**config.mk**
```make
export PLATFORM = sky130hd
export DESIGN_NAME = mul_div_seq_8bit
export DESIGN_NICKNAME = d
export VERILOG_FILES = /design/src/rtl/mul_div_pkg.sv /design/src/rtl/add_sub_8bit.sv /design/src/rtl/mul_div_seq_8bit.sv
export SDC_FILE = /design/constraint.sdc
export NUM_CORES = 1
export LEC_CHECK = 0
export BUFFER_PORTS_ARGS = -buffer_cell sky130_fd_sc_hd__buf_2
export CAP_MARGIN = 20
export CORE_AREA = 5 5 80 82
export CTS_BUF_LIST = sky130_fd_sc_hd__clkbuf_8 sky130_fd_sc_hd__clkbuf_16
export DETAILED_ROUTE_END_ITERATION = 10
export DIE_AREA = 0 0 85 87
export GPL_ROUTABILITY_DRIVEN = 0
export PLACE_DENSITY = 0.82
export SLEW_MARGIN = 20
export SYNTH_ARGS = -nofsm -noshare
export SYNTH_HDL_FRONTEND = slang
export SYNTH_SLANG_ARGS = --single-unit
```
**constraint.sdc**
```tcl
create_clock -name clk -period 6.7 [get_ports clk]
set_input_delay 1.34 -clock clk [delete_from_list [all_inputs] [get_ports clk]]
set_output_delay 1.34 -clock clk [all_outputs]
set_load 0.005 [all_outputs]
```
**src/rtl/mul_div_pkg.sv**
```systemverilog
// Shared definitions for the sequential 8-bit multiply/divide block:
// FSM state encoding, iteration count and operation-select constants.
package mul_div_pkg;

    typedef enum logic [1:0] {
        ST_IDLE = 2'd0,
        ST_LOAD = 2'd1,
        ST_RUN  = 2'd2,
        ST_DONE = 2'd3
    } state_t;

    localparam int ITER  = 8;
    localparam int CNT_W = $clog2(ITER);

    localparam logic [CNT_W-1:0] CNT_LAST = CNT_W'(ITER - 1);

    localparam logic MODE_MUL = 1'b0;
    localparam logic MODE_DIV = 1'b1;

endpackage : mul_div_pkg

```
**src/rtl/add_sub_8bit.sv**
```systemverilog
// 8-bit ripple add/subtract. With i_sub=1 it computes a-b as a+~b+1, so
// o_carry=1 means "no borrow" (a >= b unsigned).
module add_sub_8bit (
    input  logic [7:0] i_a,
    input  logic [7:0] i_b,
    input  logic       i_sub,
    output logic [7:0] o_sum,
    output logic       o_carry,
    output logic       o_overflow
);

    logic [7:0] w_b;

    assign w_b                = i_sub ? ~i_b : i_b;
    assign {o_carry, o_sum}   = {1'b0, i_a} + {1'b0, w_b} + {8'd0, i_sub};
    assign o_overflow         = (i_a[7] == w_b[7]) && (o_sum[7] != i_a[7]);

endmodule : add_sub_8bit

```
**src/rtl/mul_div_seq_8bit.sv**
```systemverilog
// Sequential unsigned 8x8 multiply (shift-add) and 8/8 divide (restoring),
// one bit per cycle through a single shared add/subtract datapath.
module mul_div_seq_8bit
    import mul_div_pkg::*;
#(
    parameter int WIDTH = 8
) (
    input  logic             clk,
    input  logic             rst_n,
    input  logic             start,
    input  logic             mode,
    input  logic [WIDTH-1:0] op_a,
    input  logic [WIDTH-1:0] op_b,
    output logic             busy,
    output logic             done,
    output logic [WIDTH-1:0] result_hi,
    output logic [WIDTH-1:0] result_lo,
    output logic             div_by_zero
);

    state_t             r_state;
    state_t             w_state_nxt;
    logic               r_mode;
    logic [WIDTH-1:0]   r_m;        // multiplicand or divisor
    logic [WIDTH-1:0]   r_acc;      // accumulator or partial remainder
    logic [WIDTH-1:0]   r_q;        // multiplier or dividend/quotient
    logic [CNT_W-1:0]   r_cnt;
    logic [WIDTH-1:0]   r_result_hi;
    logic [WIDTH-1:0]   r_result_lo;
    logic               r_dbz;

    logic [WIDTH-1:0]   w_add_a;
    logic [WIDTH-1:0]   w_sum;
    logic               w_carry;
    logic               w_unused_overflow;
    logic [WIDTH-1:0]   w_acc_nxt;
    logic [WIDTH-1:0]   w_q_nxt;

    // Divide feeds the adder the left-shifted remainder; multiply feeds acc.
    assign w_add_a = (r_mode == MODE_DIV) ? {r_acc[WIDTH-2:0], r_q[WIDTH-1]} : r_acc;

    add_sub_8bit u_add_sub (
        .i_a        (w_add_a),
        .i_b        (r_m),
        .i_sub      (r_mode),
        .o_sum      (w_sum),
        .o_carry    (w_carry),
        .o_overflow (w_unused_overflow)
    );

    // NOTE: every always_comb output gets a default first so no path can infer a latch.
    always_comb begin
        w_acc_nxt = r_acc;
        w_q_nxt   = r_q;
        if (r_mode == MODE_MUL) begin
            if (r_q[0]) begin
                {w_acc_nxt, w_q_nxt} = {w_carry, w_sum, r_q[WIDTH-1:1]};
            end else begin
                {w_acc_nxt, w_q_nxt} = {1'b0, r_acc, r_q[WIDTH-1:1]};
            end
        end else begin
            // Shifted-out remainder bit set means the 9-bit remainder already exceeds D.
            if (r_acc[WIDTH-1] || w_carry) begin
                w_acc_nxt = w_sum;
                w_q_nxt   = {r_q[WIDTH-2:0], 1'b1};
            end else begin
                w_acc_nxt = w_add_a;
                w_q_nxt   = {r_q[WIDTH-2:0], 1'b0};
            end
        end
    end

    always_comb begin
        w_state_nxt = r_state;
        unique case (r_state)
            ST_IDLE: if (start) w_state_nxt = ST_LOAD;
            ST_LOAD: w_state_nxt = ST_RUN;
            ST_RUN:  if (r_cnt == CNT_LAST) w_state_nxt = ST_DONE;
            ST_DONE: w_state_nxt = ST_IDLE;
            default: w_state_nxt = ST_IDLE;
        endcase
    end

    // NOTE: sequential state uses non-blocking assignments so all registers update together at the edge.
    always_ff @(posedge clk or negedge rst_n) begin
        if (!rst_n) begin
            r_state <= ST_IDLE;
        end else begin
            r_state <= w_state_nxt;
        end
    end

    always_ff @(posedge clk or negedge rst_n) begin
        if (!rst_n) begin
            r_mode      <= MODE_MUL;
            r_m         <= '0;
            r_acc       <= '0;
            r_q         <= '0;
            r_cnt       <= '0;
            r_result_hi <= '0;
            r_result_lo <= '0;
            r_dbz       <= 1'b0;
        end else begin
            unique case (r_state)
                ST_IDLE: begin
                    if (start) begin
                        r_mode <= mode;
                        r_m    <= (mode == MODE_DIV) ? op_b : op_a;
                        r_q    <= (mode == MODE_DIV) ? op_a : op_b;
                    end
                end
                ST_LOAD: begin
                    r_acc <= '0;
                    r_cnt <= '0;
                end
                ST_RUN: begin
                    r_acc <= w_acc_nxt;
                    r_q   <= w_q_nxt;
                    r_cnt <= r_cnt + 1'b1;
                    if (r_cnt == CNT_LAST) begin
                        r_result_hi <= w_acc_nxt;
                        r_result_lo <= w_q_nxt;
                        r_dbz       <= (r_mode == MODE_DIV) && (r_m == '0);
                    end
                end
                default: ;
            endcase
        end
    end

    assign busy        = (r_state != ST_IDLE);
    assign done        = (r_state == ST_DONE);
    assign result_hi   = r_result_hi;
    assign result_lo   = r_result_lo;
    assign div_by_zero = r_dbz;

endmodule : mul_div_seq_8bit

```
[Yosys cells after proc, flatten, opt, wreduce, memory -nomap -nowiden]
Index checks and enable logic that the tools add are counted.
Widths: inputs -> output; s select.
Word-level totals
  output and inout port bits: 19
  register bits: 47
Cells by class
  add/subtract/negate cells: 3
  reduce and logical (&&, ||, !) cells: 11
  mux-type cells: 17
  bitwise gates (word level): 1
  equal/unequal tests: 6
Operator list (count)
  $mux 8: 10
  $pmux 8 s2: 2
  $add 8x8->9: 1
  $add 9x1->9: 1
  $logic_not 8->1: 1
  $not 8->8: 1
  $pmux 2 s4: 1
  $reduce_and 2->1: 4
  $pmux 3 s2: 1
  $reduce_bool 2->1: 3
  $eq 2x2->1 const B: 2
  $mux 2: 2
  $ne 2x2->1 const B: 2
  $add 3x1->3 const B: 1
  $eq 3x3->1 const B: 1
  $eq 2x1->1 const B: 1
  $logic_not 2->1: 1
  $logic_and 1x1->1: 1
  $logic_or 1x1->1: 1
  $mux 1: 1

[Depth between registers and ports, before layout]
Gate-level depths: netlist of the first run.
  word-level depth: 8
  gate-level depth with buffers: 12

[By module]
Synthesis of the first run repeated with hierarchy kept, for this count alone.
Unflattened totals
  cell total of the unflattened synthesis: 326
  area total of the unflattened synthesis: 3054.2 sq um
By module, submodules not included
  mul_div_seq_8bit: area each 2583.7 sq um, instances 1, cells an instance 266, sequential area each 1176.1 sq um
  add_sub_8bit: area each 470.5 sq um, instances 1, cells an instance 60, sequential area each 0.0 sq um

[Least setup slack after synthesis of the first run]
Ideal clock, no wire load.
  kind: reg2reg
  start point: register r_mode
  end point: register r_acc[6]
  library setup time: 84 ps
  cell stages (with the launch flop): 12
  clock period less this slack: 3261 ps
  setup slack: 3439 ps
  data arrival time: 3177 ps
  path through: dfrtp_1 -> clkbuf_1 -> buf_1 -> clkbuf_1 -> o21ai_0 -> ha_1 -> a21o_1 -> or4_4 -> o21ai_4 -> nand2_1 -> a311o_1 -> o22ai_1
On the way
  word-level cells in the longest chain between the ends: 7
  elaborated cells on any way between the ends: 9
Ends and longest elaborated chain
  from (decl): line mul_div_seq_8bit.sv:23  | logic r_mode;
  from (signal assigned): line mul_div_seq_8bit.sv:107  | r_mode <= mode;
  $mux 8, on equally long branches: line mul_div_seq_8bit.sv:40, add_sub_8bit.sv:14
  $add 8x8->9: line add_sub_8bit.sv:15  | assign {o_carry, o_sum} = {1'b0, i_a} + {1'b0, w_b} + {8'd0, i_sub};
  $add 9x1->9: line add_sub_8bit.sv:15
  $logic_or 1x1->1: line mul_div_seq_8bit.sv:63  | if (r_acc[WIDTH-1] || w_carry) begin
  $mux 8: line mul_div_seq_8bit.sv:63
  $mux 8 *: line mul_div_seq_8bit.sv:55  | if (r_mode == MODE_MUL) begin
  $pmux 8 s2 *: line mul_div_seq_8bit.sv:104  | unique case (r_state)
  to (signal assigned): line mul_div_seq_8bit.sv:117  | r_acc <= w_acc_nxt;
  to (decl): line mul_div_seq_8bit.sv:25  | logic [WIDTH-1:0] r_acc;
Every way passes the cells marked *; elsewhere a longest branch is shown, timed or not.
A chain may end at the register's enable or synchronous reset.

[Final worst setup path of the first run]
  start point: register r_mode
  end point: register r_result_hi[6], in the netlist result_hi[6]
On the way
  word-level cells in the longest chain between the ends: 6
  elaborated cells on any way between the ends: 8
Ends and longest elaborated chain
  $mux 8, on equally long branches: line mul_div_seq_8bit.sv:40, add_sub_8bit.sv:14
  $add 8x8->9: line add_sub_8bit.sv:15
  $add 9x1->9: line add_sub_8bit.sv:15
  $logic_or 1x1->1: line mul_div_seq_8bit.sv:63
  $mux 8: line mul_div_seq_8bit.sv:63
  $mux 8 *: line mul_div_seq_8bit.sv:55
  to (signal assigned): line mul_div_seq_8bit.sv:121  | r_result_hi <= w_acc_nxt;
  to (decl): line mul_div_seq_8bit.sv:28  | logic [WIDTH-1:0] r_result_hi;
Marks and branches as above.

==> metrics.md, run 1 <==
| Metric | Value |
|---|---|
| Status | `finished clean` |
| Pwr/cell area | `505 nW/um^2` |
| Max-cap viol count | `0` |
| Worst hold slack | `487 ps` |
| Num CTS Buffers | `5` |
| Pin count of the biggest net entering global routing | `48` |
| Critical Path RT | `6900 ps` |
| Row count | `28` |
| Utilization after layout | `58.3%` |
| Post-detail-place hpwl | `5170 microns` |
| RSZ-0062 raised after global routing | `false` |
| Fmax | `0.297 GHz` |
| Root Buffer | `clkbuf_8` |
| Ys async rst share | `100%` |
| Post-Syn Area per Cell | `9.18 sq um` |
| Max-slew violation count | `0` |
| Clock sink count | `47` |
| CTS tree | `yes` |
| Die ar. | `7400 sq um` |
| Die H | `87 microns` |
| Starting density of the core | `52.7%` |
| FF+latch count, synth | `47` |
| Port-buffer cells | `38` |
| Final hold vios | `0` |
| # IOs | `39` |
| Slew HR | `33.3%` |
| Area grow syn2layout | `10.6%` |
| Core ar. | `5680 sq um` |
| H-Tree Depth | `2` |
| Post-synth EDFFs | `0` |
| GR met1 Demand/Resource | `24.9%` |
| WL final | `6740 microns` |
| Post-CTS sizing | `0` |
| Setup TNS | `0 ps` |
| GR peak layer | `met2` |
| Vias/cell | `5.73` |
| Clk buf depth | `2` |
| WP data arrival | `3580 ps` |
| CP Max Fanout | `37` |
| Post-DRT Antenna Nets | `0` |
| Finish-stage setup viols | `0` |
| Total GRT Usage | `19.6%` |
| Max IR drop VDD | `0.215 mV` |
| DP Worst Slack | `3360 ps` |
| Clock transition at path regs | `90 ps` |
| Mapped Area | `2990 sq um` |
| # hold bufs at CTS | `0` |
| Worst Max-Slew Pin Slew | `1000 ps` |
| Yosys synthesis warning count | `0` |
| Syn Inst Count | `326` |
| Syn nets | `359` |
| Post-CTS setup buffer count | `0` |
| Register area share after synthesis | `39.3%` |
| Final Skew | `17.4 ps` |
| CP endpoint kind | `register` |
| Crit path time final | `3370 ps` |
| Clk_lat worst skew | `310 ps` |
| Final net count | `387` |
| Layout cells sized above 1 | `19.7%` |
| Overflow after GRT | `0` |
| Chip width | `85 microns` |
| Remaining DRCs | `0` |
| DR WL/cell | `15.7 microns` |
| Filler cells | `513` |
| WS Path Type | `register to register` |
| Startpoint types | `register` |
| Min-delay worst type | `register to register` |
| Global-route wire length before repair | `11,700 microns` |
| Post-synthesis cell type count | `45` |
| Ant diodes | `0` |
| Commonest non-fill, non-tap cells in the layout | `47 x dfrtp_1, 37 x buf_2, 33 x nand2_1, 26 x mux2i_1, 26 x a21oi_1` |
| Met2 GRT Util | `32.3%` |
| Vias in the first global route | `2,525` |
| Initial antenna violation count | `0` |
| Most common cell after layout, fill and taps aside | `dfrtp_1` |
| Pleak | `1.61 nW` |
| Vias | `2,464` |
| Drt pass-1 iters | `4` |
| Tcrit/Tclk final | `50.3%` |
| Initial drt markers | `135` |
| Met3 track demand over resource | `3.60%` |
| Primary FF master, synth | `dfrtp_1` |
| Final Worst Setup Slack | `3330 ps` |
==> layout make-up <==
class | count | area [sq um] | share of cell area, %
Sequential cell | 47 | 1180 | 35.5
Inverter | 18 | 67.6 | 2.04
Timing Repair Buffer | 39 | 200 | 6.05
Clock inverter | 3 | 22.5 | 0.680
Tap cell | 75 | 93.8 | 2.83
Clock buffer | 5 | 68.8 | 2.08
Multi-Input combinational cell | 243 | 1680 | 50.8
==> power breakdown <==
part / internal (mW) / total, mW / switching [mW]
combinational: 0.431 / 1.05 / 0.623
sequential: 0.357 / 0.442 / 0.0858
clock: 0.0749 / 0.176 / 0.101
total: 0.863 / 1.67 / 0.810
==> per-layer routing <==
layer	wire length [microns]	share of wire, %
met2	3240	48
met1	2950	44
met4	269	4.0
met5	0	0
met3	272	4.0
==> critical path, cell delays in order, from the launching register on <==
cell,delay [ps]
dfrtp_1,680
buf_4,430
o21ai_0,160
ha_1,440
nand2b_2,120
a211oi_4,380
o21ai_4,180
or3_1,400
a311o_1,330
o21ai_1,140
==> cells by family (layout without fill, tap and decap cells) <==
| group | count (synthesis) | after routing | synth area share [%] |
|---|---|---|---|
| simple gates | 90 | 90 | 14.1 |
| mux | 45 | 45 | 15.8 |
| flops | 47 | 47 | 39.3 |
| fa+ha+maj | 13 | 13 | 5.69 |
| xor+xnor | 12 | 12 | 3.51 |
| buf+inv | 36 | 65 | 4.51 |
| compound gates | 83 | 83 | 17.1 |
==> stage by stage <==
step	area (sq um)	power, mW	cells
6_report	3310	1.67	430
5_1_grt	3310	1.82	430
4_1_cts	3310	1.66	430
3_5_place_dp	3220	1.48	422
3_3_place_gp	3220	1.44	422
2_1_floorplan	2990	1.25	326
==> state kept, by name, summed over array words and instances (netlist names) <==
signal	cells
r_acc	8
r_state	2
r_cnt	3
r_m	8
r_q	8
r_mode	1
result_hi	8
div_by_zero	1
result_lo	8
==> synthesized netlist by cell type, drive strengths merged, types with 3 or more instances <==
| master | instances | share of area, % |
|---|---|---|
| nor2 | 24 | 3.0 |
| xnor2 | 4 | 1.2 |
| nor2b | 4 | 0.84 |
| a21o | 3 | 0.75 |
| dfrtp | 47 | 39 |
| or3 | 3 | 0.63 |
| nand4 | 3 | 0.63 |
| o21ai | 28 | 5.1 |
| a21oi | 26 | 4.3 |
| nand2b | 4 | 0.92 |
| nand3 | 6 | 1.0 |
| and3 | 4 | 0.84 |
| clkbuf | 17 | 2.1 |
| mux2i | 26 | 8.7 |
| xor2 | 8 | 2.3 |
| inv | 18 | 2.3 |
| nand2 | 33 | 4.1 |
| ha | 12 | 5.0 |
| o22ai | 8 | 1.7 |
| mux2 | 19 | 7.1 |
==> final timing paths <==
path                       cells after the start  slack [ps]         start      endpoint
setup / recovery                               9        3330        r_mode  result_hi[6]
hold / removal                                 2         490  result_hi[5]  result_hi[5]
setup reg to reg                               9        3330        r_mode  result_hi[6]
hold reg to reg                                2         490  result_hi[5]  result_hi[5]
max in group asynchronous                      1        5280         rst_n      r_acc[4]
min in group asynchronous                      1        1030         rst_n  result_hi[6]
(Power assumes the default switching activity.)
==> inputs of run 2 (changes only) <==
--- a/config.mk
+++ b/config.mk
@@ -7,10 +7,10 @@
 export LEC_CHECK = 0
 export BUFFER_PORTS_ARGS = -buffer_cell sky130_fd_sc_hd__buf_2
 export CAP_MARGIN = 20
-export CORE_AREA = 5 5 80 82
+export CORE_AREA = 5 5 82 84
 export CTS_BUF_LIST = sky130_fd_sc_hd__clkbuf_8 sky130_fd_sc_hd__clkbuf_16
 export DETAILED_ROUTE_END_ITERATION = 10
-export DIE_AREA = 0 0 85 87
+export DIE_AREA = 0 0 87 89
 export GPL_ROUTABILITY_DRIVEN = 0
 export PLACE_DENSITY = 0.82
 export SLEW_MARGIN = 20
==> constraint.sdc (replaced) <==
create_clock -name clk -period 3 [get_ports clk]
set_input_delay 0.6 -clock clk [delete_from_list [all_inputs] [get_ports clk]]
set_output_delay 0.6 -clock clk [all_outputs]
set_load 0.005 [all_outputs]
==> metrics.md, run 2 (synthesis gave the netlist of run 1 again) <==
| Metric | Value |
|---|---|
| Status | `finished clean` |
| Ant diodes | `0 (unchanged)` |
| Commonest non-fill, non-tap cells in the layout | `47 x dfrtp_1, 37 x buf_2, 33 x nand2_1, 26 x mux2i_1, 26 x a21oi_1` |
| CP endpoint kind | `register` |
| Slew HR | `32.1% (-1.2 points)` |
| Combinational share of power | `64.2% (+1.2 points)` |
| Worst path cell trace | `buf_12 -> o21a_1 -> fa_1 -> nand2b_2 -> a211oi_4 -> o21ai_4 -> or3_1 -> a311o_1 -> o22ai_1` |
| Worst Max-Slew Pin Slew | `1020 ps (+18.4 ps)` |
| CP Max Fanout | `38 (+2.7%)` |
| WS Path Type | `register to register` |
| Layout cells sized above 1 | `21.1% (+1.3 points)` |
| Max IR drop VDD | `0.678 mV (+220%)` |
| RSZ-0062 raised after global routing | `false` |
| Die H | `89 microns (+2.3%)` |
| Area of placed instances | `3270 sq um (+1.8%)` |
| Post-DRT Antenna Nets | `0 (unchanged)` |
| Startpoint types | `register` |
| Overflow after GRT | `0 (unchanged)` |
| Reg power frac | `25.6% (-0.8 points)` |
| Drt pass-1 iters | `5 (+1)` |
| Area grow syn2layout | `12.4%` |
| WL final | `6690 microns (-0.68%)` |
| Remaining DRCs | `0 (unchanged)` |
| Final Skew | `8.30 ps (-9.11 ps)` |
| Final hold vios | `0 (unchanged)` |
| Clk buf depth | `2 (unchanged)` |
| Worst path slowest cell | `fa_1` |
| Chip width | `87 microns (+2.4%)` |
| Most common cell after layout, fill and taps aside | `dfrtp_1` |
| Fmax | `0.352 GHz (+19%)` |
| Core ar. | `5850 sq um (+3.1%)` |
| Clock transition at path regs | `90 ps (about the same)` |
| Switching Fraction | `47.1% (-1.3 points)` |
| Initial drt markers | `176 (+30%)` |
| Min-delay worst type | `primary input to asynchronous set/reset pin` |
| Final net count | `393 (+1.6%)` |
| Clk_lat worst skew | `300 ps (about the same)` |
| # IOs | `39 (unchanged)` |
| Internal | `2.00 mW (+130%)` |
| Vias in the first global route | `2,489 (-1.4%)` |
| Finish-stage setup viols | `0 (unchanged)` |
| Root Buffer | `clkbuf_8` |
| Total chip power | `3.79 mW (+130%)` |
| CP bufs+invs | `1 (unchanged)` |
| Num CTS Buffers | `5 (unchanged)` |
| CTS tree | `yes` |
| Port-buffer cells | `38 (unchanged)` |
| Clock group share of total power | `10.2% (-0.3 points)` |
| Tcrit/Tclk final | `94.7% (+44 points)` |
| Setup TNS | `0 ps (unchanged)` |
| Total GRT Usage | `18.3% (-1.2 points)` |
| WP data arrival | `3060 ps (-520 ps)` |
| Net Sw Power | `1.79 mW (+120%)` |
| Die ar. | `7740 sq um (+4.7%)` |
| Crit path time final | `2840 ps (-530 ps)` |
| CP max stage delay | `440 ps (-240 ps)` |
| DR WL/cell | `15.3 microns (-2.0%)` |
| Max-cap viol count | `0 (unchanged)` |
| Clock sink count | `47 (unchanged)` |
| Post-CTS setup buffer count | `0 (unchanged)` |
| Post-detail-place hpwl | `5070 microns (-1.9%)` |
| Pin count of the biggest net entering global routing | `48 (unchanged)` |
| Final instance area | `3360 sq um (+1.6%)` |
| Pleak | `1.65 nW (+2.1%)` |
| Utilization after layout | `57.5% (-0.83 points)` |
| CP top delay family | `compound AO/OA/AOI/OAI gates` |
| Vias | `2,510 (+1.9%)` |
| Global-route wire length before repair | `11,300 microns (-3.9%)` |
| H-Tree Depth | `2 (unchanged)` |
| Initial antenna violation count | `0 (unchanged)` |
| Critical Path RT | `3220 ps (-3680 ps)` |
| Pwr/cell area | `1130 nW/um^2 (+120%)` |
| Row count | `28 (unchanged)` |
| Vias/cell | `5.76 (+0.47%)` |
| Starting density of the core | `51.2% (-1.6 points)` |
| Max-slew violation count | `0 (unchanged)` |
==> run 2: per-stage QoR <==
stage / setup slack (ps) / cells / hold slack [ps]
after global placement: 239 / 428 / 463
after floorplan: 9.25 / 326 / 304
after CTS: 141 / 436 / 499
after detailed placement: 168 / 428 / 477
after global routing: 5.67 / 436 / 339
final: 158 / 436 / 286
==> run 2: path summary, 6_finish.rpt <==
kind	startpoint	to	slack (ps)	cells after the start
worst max register to register	r_mode	r_acc[6]	160	9
max in group asynchronous	rst_n	r_acc[5]	2300	1
worst min register to register	result_hi[1]	result_hi[1]	490	2
worst max-delay path	r_mode	r_acc[6]	160	9
worst min-delay path	rst_n	r_m[7]	290	1
min in group clk	result_hi[1]	result_hi[1]	490	2
==> run 2: final cells by class <==
| class | instances | area, sq um |
|---|---|---|
| well taps | 75 | 93.8 |
| repair buffers | 45 | 258 |
| multi-input cells | 243 | 1680 |
| fillers | 501 | 2490 |
| clock inverters | 3 | 18.8 |
| clock buffers | 5 | 68.8 |
| inverters | 18 | 67.6 |
| flip-flops and latches | 47 | 1180 |
==> run 2: power by group through the flow <==
stage / Combinational (mW) / Clock, mW / Sequential [mW]
floorplan: 1.90 / 0 / 0.909
global placement: 2.34 / 0 / 0.975
detailed placement: 2.40 / 0 / 0.979
CTS: 2.41 / 0.396 / 0.966
global route: 2.72 / 0.425 / 0.990
finish: 2.43 / 0.387 / 0.971
==> run 2: what timing repair did <==
action	4_1_cts	5_1_grt
hold buffers	0	0
endpoints found under the setup margin	0	2
resized for setup	0	1
==> run 2: per-layer routing <==
layer	global-route usage, %	wire length [microns]
met5	0	0
met4	7.51	185
met3	3.23	288
met2	29.3	3180
met1	24.7	3040
